File: src/rtl/reg_file_sb.sv
// rtl/reg_file_sb.sv - register file with write bypass, pending-producer scoreboard and clear sweep
module reg_file_sb #(
  parameter int DW       = 32,
  parameter int AW       = 5,
  parameter bit ZERO_REG = 1'b1
) (
  input  logic          Clk,
  input  logic          Rst_n,
  input  logic [AW-1:0] Ard1,
  input  logic [AW-1:0] Ard2,
  output logic [DW-1:0] Dout1,
  output logic [DW-1:0] Dout2,
  input  logic [AW-1:0] Awr,
  input  logic [DW-1:0] Din,
  input  logic          WrEn,
  input  logic          Iss,
  input  logic [AW-1:0] Adst,
  output logic          Pend1,
  output logic          Pend2,
  input  logic          Clr,
  output logic          Busy
);

  localparam int DEPTH = 2**AW;
  localparam logic [AW-1:0] LAST = AW'(DEPTH - 1);

  typedef enum logic {IDLE, CLEAR} state_t;

  state_t           state;
  logic [AW-1:0]    cnt;
  logic [DW-1:0]    regs [DEPTH];
  logic [DEPTH-1:0] pend;

  logic idle;
  logic wr_ok;
  logic iss_ok;
  logic retire1;
  logic retire2;

  // Writes and issues are only honoured in IDLE; register 0 is read-only when hardwired
  assign idle    = (state == IDLE);
  assign wr_ok   = idle && WrEn && !(ZERO_REG && (Awr == '0));
  assign iss_ok  = Iss && !(ZERO_REG && (Adst == '0));
  // A retiring write to the read address hides its pend bit in the same cycle
  assign retire1 = idle && WrEn && (Awr == Ard1);
  assign retire2 = idle && WrEn && (Awr == Ard2);

  // Read port 1: array contents, forced zero for hardwired r0, overridden by same-cycle write
  always_comb begin
    Dout1 = regs[Ard1];
    if (ZERO_REG && (Ard1 == '0)) Dout1 = '0;
    if (wr_ok && (Awr == Ard1))   Dout1 = Din;
  end

  // Read port 2: same rules as port 1, bypass decided independently
  always_comb begin
    Dout2 = regs[Ard2];
    if (ZERO_REG && (Ard2 == '0)) Dout2 = '0;
    if (wr_ok && (Awr == Ard2))   Dout2 = Din;
  end

  // Pending flags seen by the reader, masked by a retiring write just like the data bypass
  always_comb begin
    Pend1 = pend[Ard1] && !retire1;
    Pend2 = pend[Ard2] && !retire2;
  end

  // Sweep FSM, register array and scoreboard; in CLEAR all external requests are ignored
  always_ff @(posedge Clk or negedge Rst_n) begin
    if (!Rst_n) begin
      state <= IDLE;
      cnt   <= '0;
      Busy  <= 1'b0;
      pend  <= '0;
      for (int i = 0; i < DEPTH; i++) regs[i] <= '0;
    end else begin
      case (state)
        CLEAR: begin
          regs[cnt] <= '0;
          pend[cnt] <= 1'b0;
          if (cnt == LAST) begin
            state <= IDLE;
            Busy  <= 1'b0;
            cnt   <= '0;
          end else begin
            cnt <= cnt + AW'(1);
          end
        end
        default: begin
          if (wr_ok)  regs[Awr] <= Din;
          // clear before set so a new producer issued on the retire edge stays pending
          if (WrEn)   pend[Awr] <= 1'b0;
          if (iss_ok) pend[Adst] <= 1'b1;
          if (Clr) begin
            state <= CLEAR;
            Busy  <= 1'b1;
            cnt   <= '0;
          end
        end
      endcase
    end
  end

endmodule
File: config.mk
export PLATFORM = sky130hd
export DESIGN_NAME = reg_file_sb
export DESIGN_NICKNAME = d
export VERILOG_FILES = /design/src/rtl/reg_file_sb.sv
export SDC_FILE = /design/constraint.sdc
export NUM_CORES = 2
export LEC_CHECK = 0
export BUFFER_PORTS_ARGS = -buffer_cell sky130_fd_sc_hd__buf_2
export CORE_UTILIZATION = 45
export DETAILED_ROUTE_END_ITERATION = 6
export GPL_ROUTABILITY_DRIVEN = 0
export PLACE_DENSITY = 0.59
export SYNTH_ARGS = -nofsm -noshare
export SYNTH_HDL_FRONTEND = slang
export SYNTH_SLANG_ARGS = --single-unit
File: constraint.sdc
create_clock -name Clk -period 3.1 [get_ports Clk]
set_input_delay 0.62 -clock Clk [delete_from_list [all_inputs] [get_ports Clk]]
set_output_delay 0.62 -clock Clk [all_outputs]
set_load 0.005 [all_outputs]
# Word level (Yosys, flattened, before mapping)
# Index checks and enable logic that the tools add are counted.
dict set report totals {
  out_inout_bits 67
  word_cells 132
  ff_bits 1063
  in_bits 57
}
dict set report classes {
  reduce_logical 25
  magnitude_cmp 14
  bitwise 12
  addsub 1
  eq_ne 4
  mux 40
}
# operator count
set op_table {}
lappend op_table {{$mux 1024} 2}
lappend op_table {{$and 1024x1024->1024} 1}
lappend op_table {{$bwmux 1024} 1}
lappend op_table {{$not 1024->1024} 1}
lappend op_table {{$mux 32} 14}
lappend op_table {{$bmux 32 s5} 2}
lappend op_table {{$demux 32 s5} 2}
lappend op_table {{$and 32x32->32} 2}
lappend op_table {{$not 32->32} 2}
lappend op_table {{$or 32x32->32} 1}
lappend op_table {{$lt 5x6->1 const B} 5}
lappend op_table {{$ge 6x6->1 const B} 4}
lappend op_table {{$not 5->6} 4}
lappend op_table {{$logic_not 5->1} 4}
lappend op_table {{$demux 1 s5} 3}
lappend op_table {{$ge 5x1->1 const B} 3}
lappend op_table {{$mux 5} 3}
lappend op_table {{$logic_and 1x1->1} 14}
lappend op_table {{$lt 6x1->1 const B} 2}
lappend op_table {{$mux 1} 11}
lappend op_table {{$bmux 1 s5} 2}
lappend op_table {{$eq 5x5->1} 2}
lappend op_table {{$add 5x1->5 const B} 1}
lappend op_table {{$eq 5x5->1 const B} 1}
lappend op_table {{other kinds (5)} 9}

# Longest topological paths before layout
dict set report depth {
  depth_word 11
  ltp_mapped 9
  mapped_depth_nobuf 7
}

# Least setup slack after synthesis
# Ideal clock, no wire load.
dict set report synth_path {
  path_kind {input to output}
  startpoint {input Ard1[0]}
  endpoint {output Dout1[10]}
  slack_ns 0.215
  cell_stages 7
  arrival_time_ns 2.265
  n_path_buf 3
  required_ns 2.480
  path_cell_list {buf_2 -> buf_4 -> buf_2 -> mux4_2 -> mux2i_1 -> nand2_1 -> a32o_1}
}
dict set report synth_via {
  elab_chain_len 6
  word_cells_on_any_way 9
  classes_between {eq/ne (1); mux (5); bitwise (1); reduce/logical (2)}
}
# item line_no
set synth_rtl {}
lappend synth_rtl {{from (decl)} 9} ;# input logic [AW-1:0] Ard1,
lappend synth_rtl {{$not 5->6 (not written as such)} 50} ;# Dout1 = regs[Ard1];
lappend synth_rtl {{$bmux 32 s5} 50}
lappend synth_rtl {{$mux 32 (not written as such) (2 in a row)} 50}
lappend synth_rtl {{$mux 32} 51} ;# if (ZERO_REG && (Ard1 == '0)) Dout1 = '0;
lappend synth_rtl {{$mux 32 (*)} 52} ;# if (wr_ok && (Awr == Ard1)) Dout1 = Din;
lappend synth_rtl {{to (decl)} 11} ;# output logic [DW-1:0] Dout1,
# Mark *: on every way between the ends. The rest lies on a longest branch, timed or not. The select of a mux whose other input is x is not followed.

# Worst setup path after layout
dict set report layout_path {
  startpoint {register regs[140] in the netlist's numbering}
  endpoint {output Dout2[12]}
}
dict set report layout_via {
  elab_chain_len 5
}
# item line_no
set layout_rtl {}
lappend layout_rtl {{from (decl)} 31} ;# logic [DW-1:0] regs [DEPTH];
lappend layout_rtl {{from (signal, indexed assignment)} 90} ;# if (wr_ok) regs[Awr] <= Din;
lappend layout_rtl {{$bmux 32 s5} 57} ;# Dout2 = regs[Ard2];
lappend layout_rtl {{$mux 32 (not written as such) (2 in a row)} 57}
lappend layout_rtl {{$mux 32} 58} ;# if (ZERO_REG && (Ard2 == '0)) Dout2 = '0;
lappend layout_rtl {{$mux 32} 59} ;# if (wr_ok && (Awr == Ard2)) Dout2 = Din;
lappend layout_rtl {{to (decl)} 12} ;# output logic [DW-1:0] Dout2,
# No other way between the ends. The select of a mux whose other input is x is not followed.

==> reports/results.ini <==
[logic_synthesis]
synth_compound_area_share_pct = 21.0
synth_xor_xnor_area_share_pct = 0.186
syn_area_um2 = 56500
synth_nets = 4557
yosys_warnings = 0
synth_fa_ha_area_share_pct = 0.111
synth_ff_type = dfrtp_1
synth_edf_count = 0
synth_top_family_by_area = multiplexers
yosysSeqAreaShare_pct = 47.1
syn_inst = 4495
async_flop_share_pct = 100
synth_cell_types = 51
synth-simple-area-share_pct = 4.94
syn_avg_cell_area_um2 = 12.6
ys_ff_latch = 1063
synthMuxAreaShare_pct = 22.1

[detailed_routing]
initialDrtViolationCount = 6677
wl_per_cell_um = 35.2
drc = 0
via_count = 46500
highest_layer = met5
wl_um = 229000
antenna_left = 0
wl_met3_um = 30100
vias_per_cell = 7.15
met2_length_um = 98700
wl_met1_um = 88200
drt_pass1_iterations = 6

[placement]
io_buffers = 123
dp_slack_ns = -0.365
dp_hpwl_um = 141000
placed_area_um2 = 62500

[critical_path]
cp-end-kind = output port
cp_max_fo = 2
crit_start = regs[140]
cpLargestDelayFamily = multiplexers
r2r-start = state
cp_data_required_time_ns = 2.48
worst_setup_path_start_kind = flop
criticalPathCategory = flop to output port
path_cells = mux4_2 -> mux2_4 -> nand2_2 -> nand3_2 -> buf_6 -> a32o_2 -> buf_2
critPathMaxStageDelay_ns = 0.47
cpMaxStageDelayCell = mux4_2
crit_buf_inv = 2
cp_data_arrival_time_ns = 2.69

[min_path]
min_from = Clr
min_path_type = input port to flop

[power_and_ir_drop]
powerDensity_nw_per_um2 = 637
ir_worst_vdd_mv = 0.541
switching_share_pct = 30.8
p_seq_share_pct = 40.3
power_frac_clock_pct = 35.4
pwr-share-comb_pct = 24.3
p_leak_nw = 32.1
switching_power_mw = 13.6
cellInternalPower_mw = 30.5

[sta]
period_share_pct = 107
worstMarginPinSlew_ns = 1.34
clock-skew-final_ns = 0.0216
hold_viol_final = 0
finalSetupViolCount = 66
finalMaxSlewViolations = 0
max_slew_margin_pct = 10.4
period_needed_ns = 3.31
layout_setup_ws_ns = -0.211
whs_ns = 0.212
fmax_mhz = 302
rsz0062_at_grt = true

[cts]
cts_sinks = 1063
cts_tree = yes
htreeDepth = 3
cts-buffers-inserted = 116
cts_max_path_buffers = 3
cts-root-buf = clkbuf_16
path_clk_slew_ns = 0.06
worstSkewPairLatency_ns = 0.75

[finish]
design_area_um2 = 69400
syn_to_final_growth_pct = 22.7
drive_gt1_share_pct = 31.2
mostFrequentLayoutCells = dfrtp_1, a22o_1, mux2i_1
mostFrequentLayoutCell = dfrtp_1
layout.nets = 4829
fill_cells = 10000

[global_routing]
grt_antenna_before_repair = 16
grt.total_usage_pct = 35.4
grt_first_pass_wirelength_um = 328000
grt_max_degree = 90
grt_pass1_vias = 45900
overflow = 0

[floorplan]
ios = 124
start_util_pct = 45.5
row_count = 129
core_area_um2 = 124000
die_w_um = 356
die_h_um = 356
dieArea_um2 = 127000

[status]
violations = negative setup slack
status = finished with violations

[flow_run]
maxCapViolations = 0

registers in the layout, indices dropped and copies added, names as in the netlist:
signal	flops
regs	1024
state	1
pend	32
Busy	1
cnt	5
metal layers:
layer  vias up  track usage (%)
li1      18300                -
met1     24100             48.0
met2      3437             51.1
met3       630             11.7
met4        18             16.6
met5         -            0.667
power groups by stage:
stage / Sequential [mW] / Combinational, mW / Clock, mW
after floorplan: 17.3 / 5.99 / 0
after global placement: 17.8 / 9.71 / 0
after detailed placement: 17.9 / 9.85 / 0
after CTS: 17.6 / 10.3 / 15.8
after global routing: 17.9 / 11.2 / 16.3
final: 17.8 / 10.7 / 15.7
cell usage after synthesis, types with 2 or more instances:
| cell type | n | area, um2 |
|---|---|---|
| dfrtp_1 | 1063 | 26600 |
| a22o_1 | 995 | 8710 |
| mux2i_1 | 464 | 4640 |
| mux4_2 | 340 | 7660 |
| clkbuf_1 | 319 | 1200 |
| nand2_1 | 223 | 837 |
| buf_2 | 200 | 1000 |
| a22oi_1 | 129 | 968 |
| a21oi_1 | 128 | 641 |
| a32o_1 | 64 | 641 |
| o22ai_1 | 63 | 394 |
| nor2_1 | 50 | 188 |
| o211ai_1 | 46 | 345 |
| buf_1 | 45 | 169 |
| nand3_1 | 45 | 225 |
| nand4_1 | 45 | 282 |
| nor2b_1 | 38 | 238 |
| and2_1 | 37 | 231 |
| nor3_1 | 35 | 175 |
| buf_4 | 24 | 180 |
| mux2_2 | 18 | 203 |
| and3_1 | 17 | 106 |
| nor3_2 | 13 | 130 |
| xnor2_1 | 12 | 105 |
| inv_1 | 8 | 30.0 |
| nor3b_1 | 8 | 60.1 |
| o21ai_0 | 7 | 35.0 |
| a31oi_1 | 6 | 37.5 |
| nand3b_1 | 6 | 45.0 |
| nor4_2 | 6 | 75.1 |
| ha_1 | 5 | 62.6 |
| nand2b_1 | 5 | 31.3 |
| and3b_1 | 4 | 35.0 |
| buf_6 | 3 | 33.8 |
| o32ai_1 | 3 | 26.3 |
| inv_2 | 2 | 7.51 |
| nor4_1 | 2 | 12.5 |
| nor4_4 | 2 | 42.5 |
| or3b_1 | 2 | 17.5 |
| or3b_2 | 2 | 17.5 |
final timing paths:
| path | slack, ns | cells past startpoint | end |
|---|---|---|---|
| max | -0.21 | 7 | Dout2[12] |
| min | 0.21 | 2 | cnt[0] |
| max reg2reg | 0.32 | 5 | regs[713] |
| min reg2reg | 0.52 | 1 | regs[1002] |
| max in group asynchronous | 1.60 | 3 | regs[233] |
| min in group asynchronous | 0.42 | 2 | regs[1] |
cells by family after synthesis:
family	after synthesis
and+or+nand+nor	546
adders and majority gates	5
muxes	822
xor gates and xnor gates	12
DFF	1063
AOI/OAI and AO/OA	1446
buffers and inverters	601
metrics by stage:
stage	power, mW	instances	TNS (ns)	utilization (%)
5_1_grt	45.5	6506	-9.95	55.9
6_report	44.2	6509	-7.85	55.9
3_3_place_gp	27.6	6128	-6.08	50.4
3_5_place_dp	27.7	6128	-6.64	50.4
4_1_cts	43.7	6449	-9.58	55.0
2_1_floorplan	23.3	4495	0	-
area by class of cell:
cell class | count | area, um2 | area share, %
tap | 1637 | 2050 | 2.95
antenna | 5 | 12.5 | 0.0180
inverter | 10 | 37.5 | 0.0541
clock inverter | 56 | 851 | 1.23
multi-input combinational | 2831 | 28700 | 41.4
sequential | 1063 | 26600 | 38.4
clock buffer | 162 | 3440 | 4.96
timing repair buffer | 745 | 7660 | 11.0
worst register-to-register path, delay by kind of cell, from the launching register on:
family,cells,cell delay [ns]
AOI/OAI and AO/OA,2,1.19
and+or+nand+nor,2,0.62
DFF,1,0.48
buffers and inverters,1,0.41
repair_timing:
| action | 4_1_cts | 5_1_grt |
|---|---|---|
| cloned | 8 | 9 |
| setup endpoints to repair | 66 | 66 |
| buffers inserted | 95 | 48 |
| pin swaps | 34 | 57 |
| endpoints found under the hold margin | 30 | 0 |
| hold buffers | 1 | 0 |
| resized for setup | 145 | 86 |
Power figures use the tool's default switching activity.
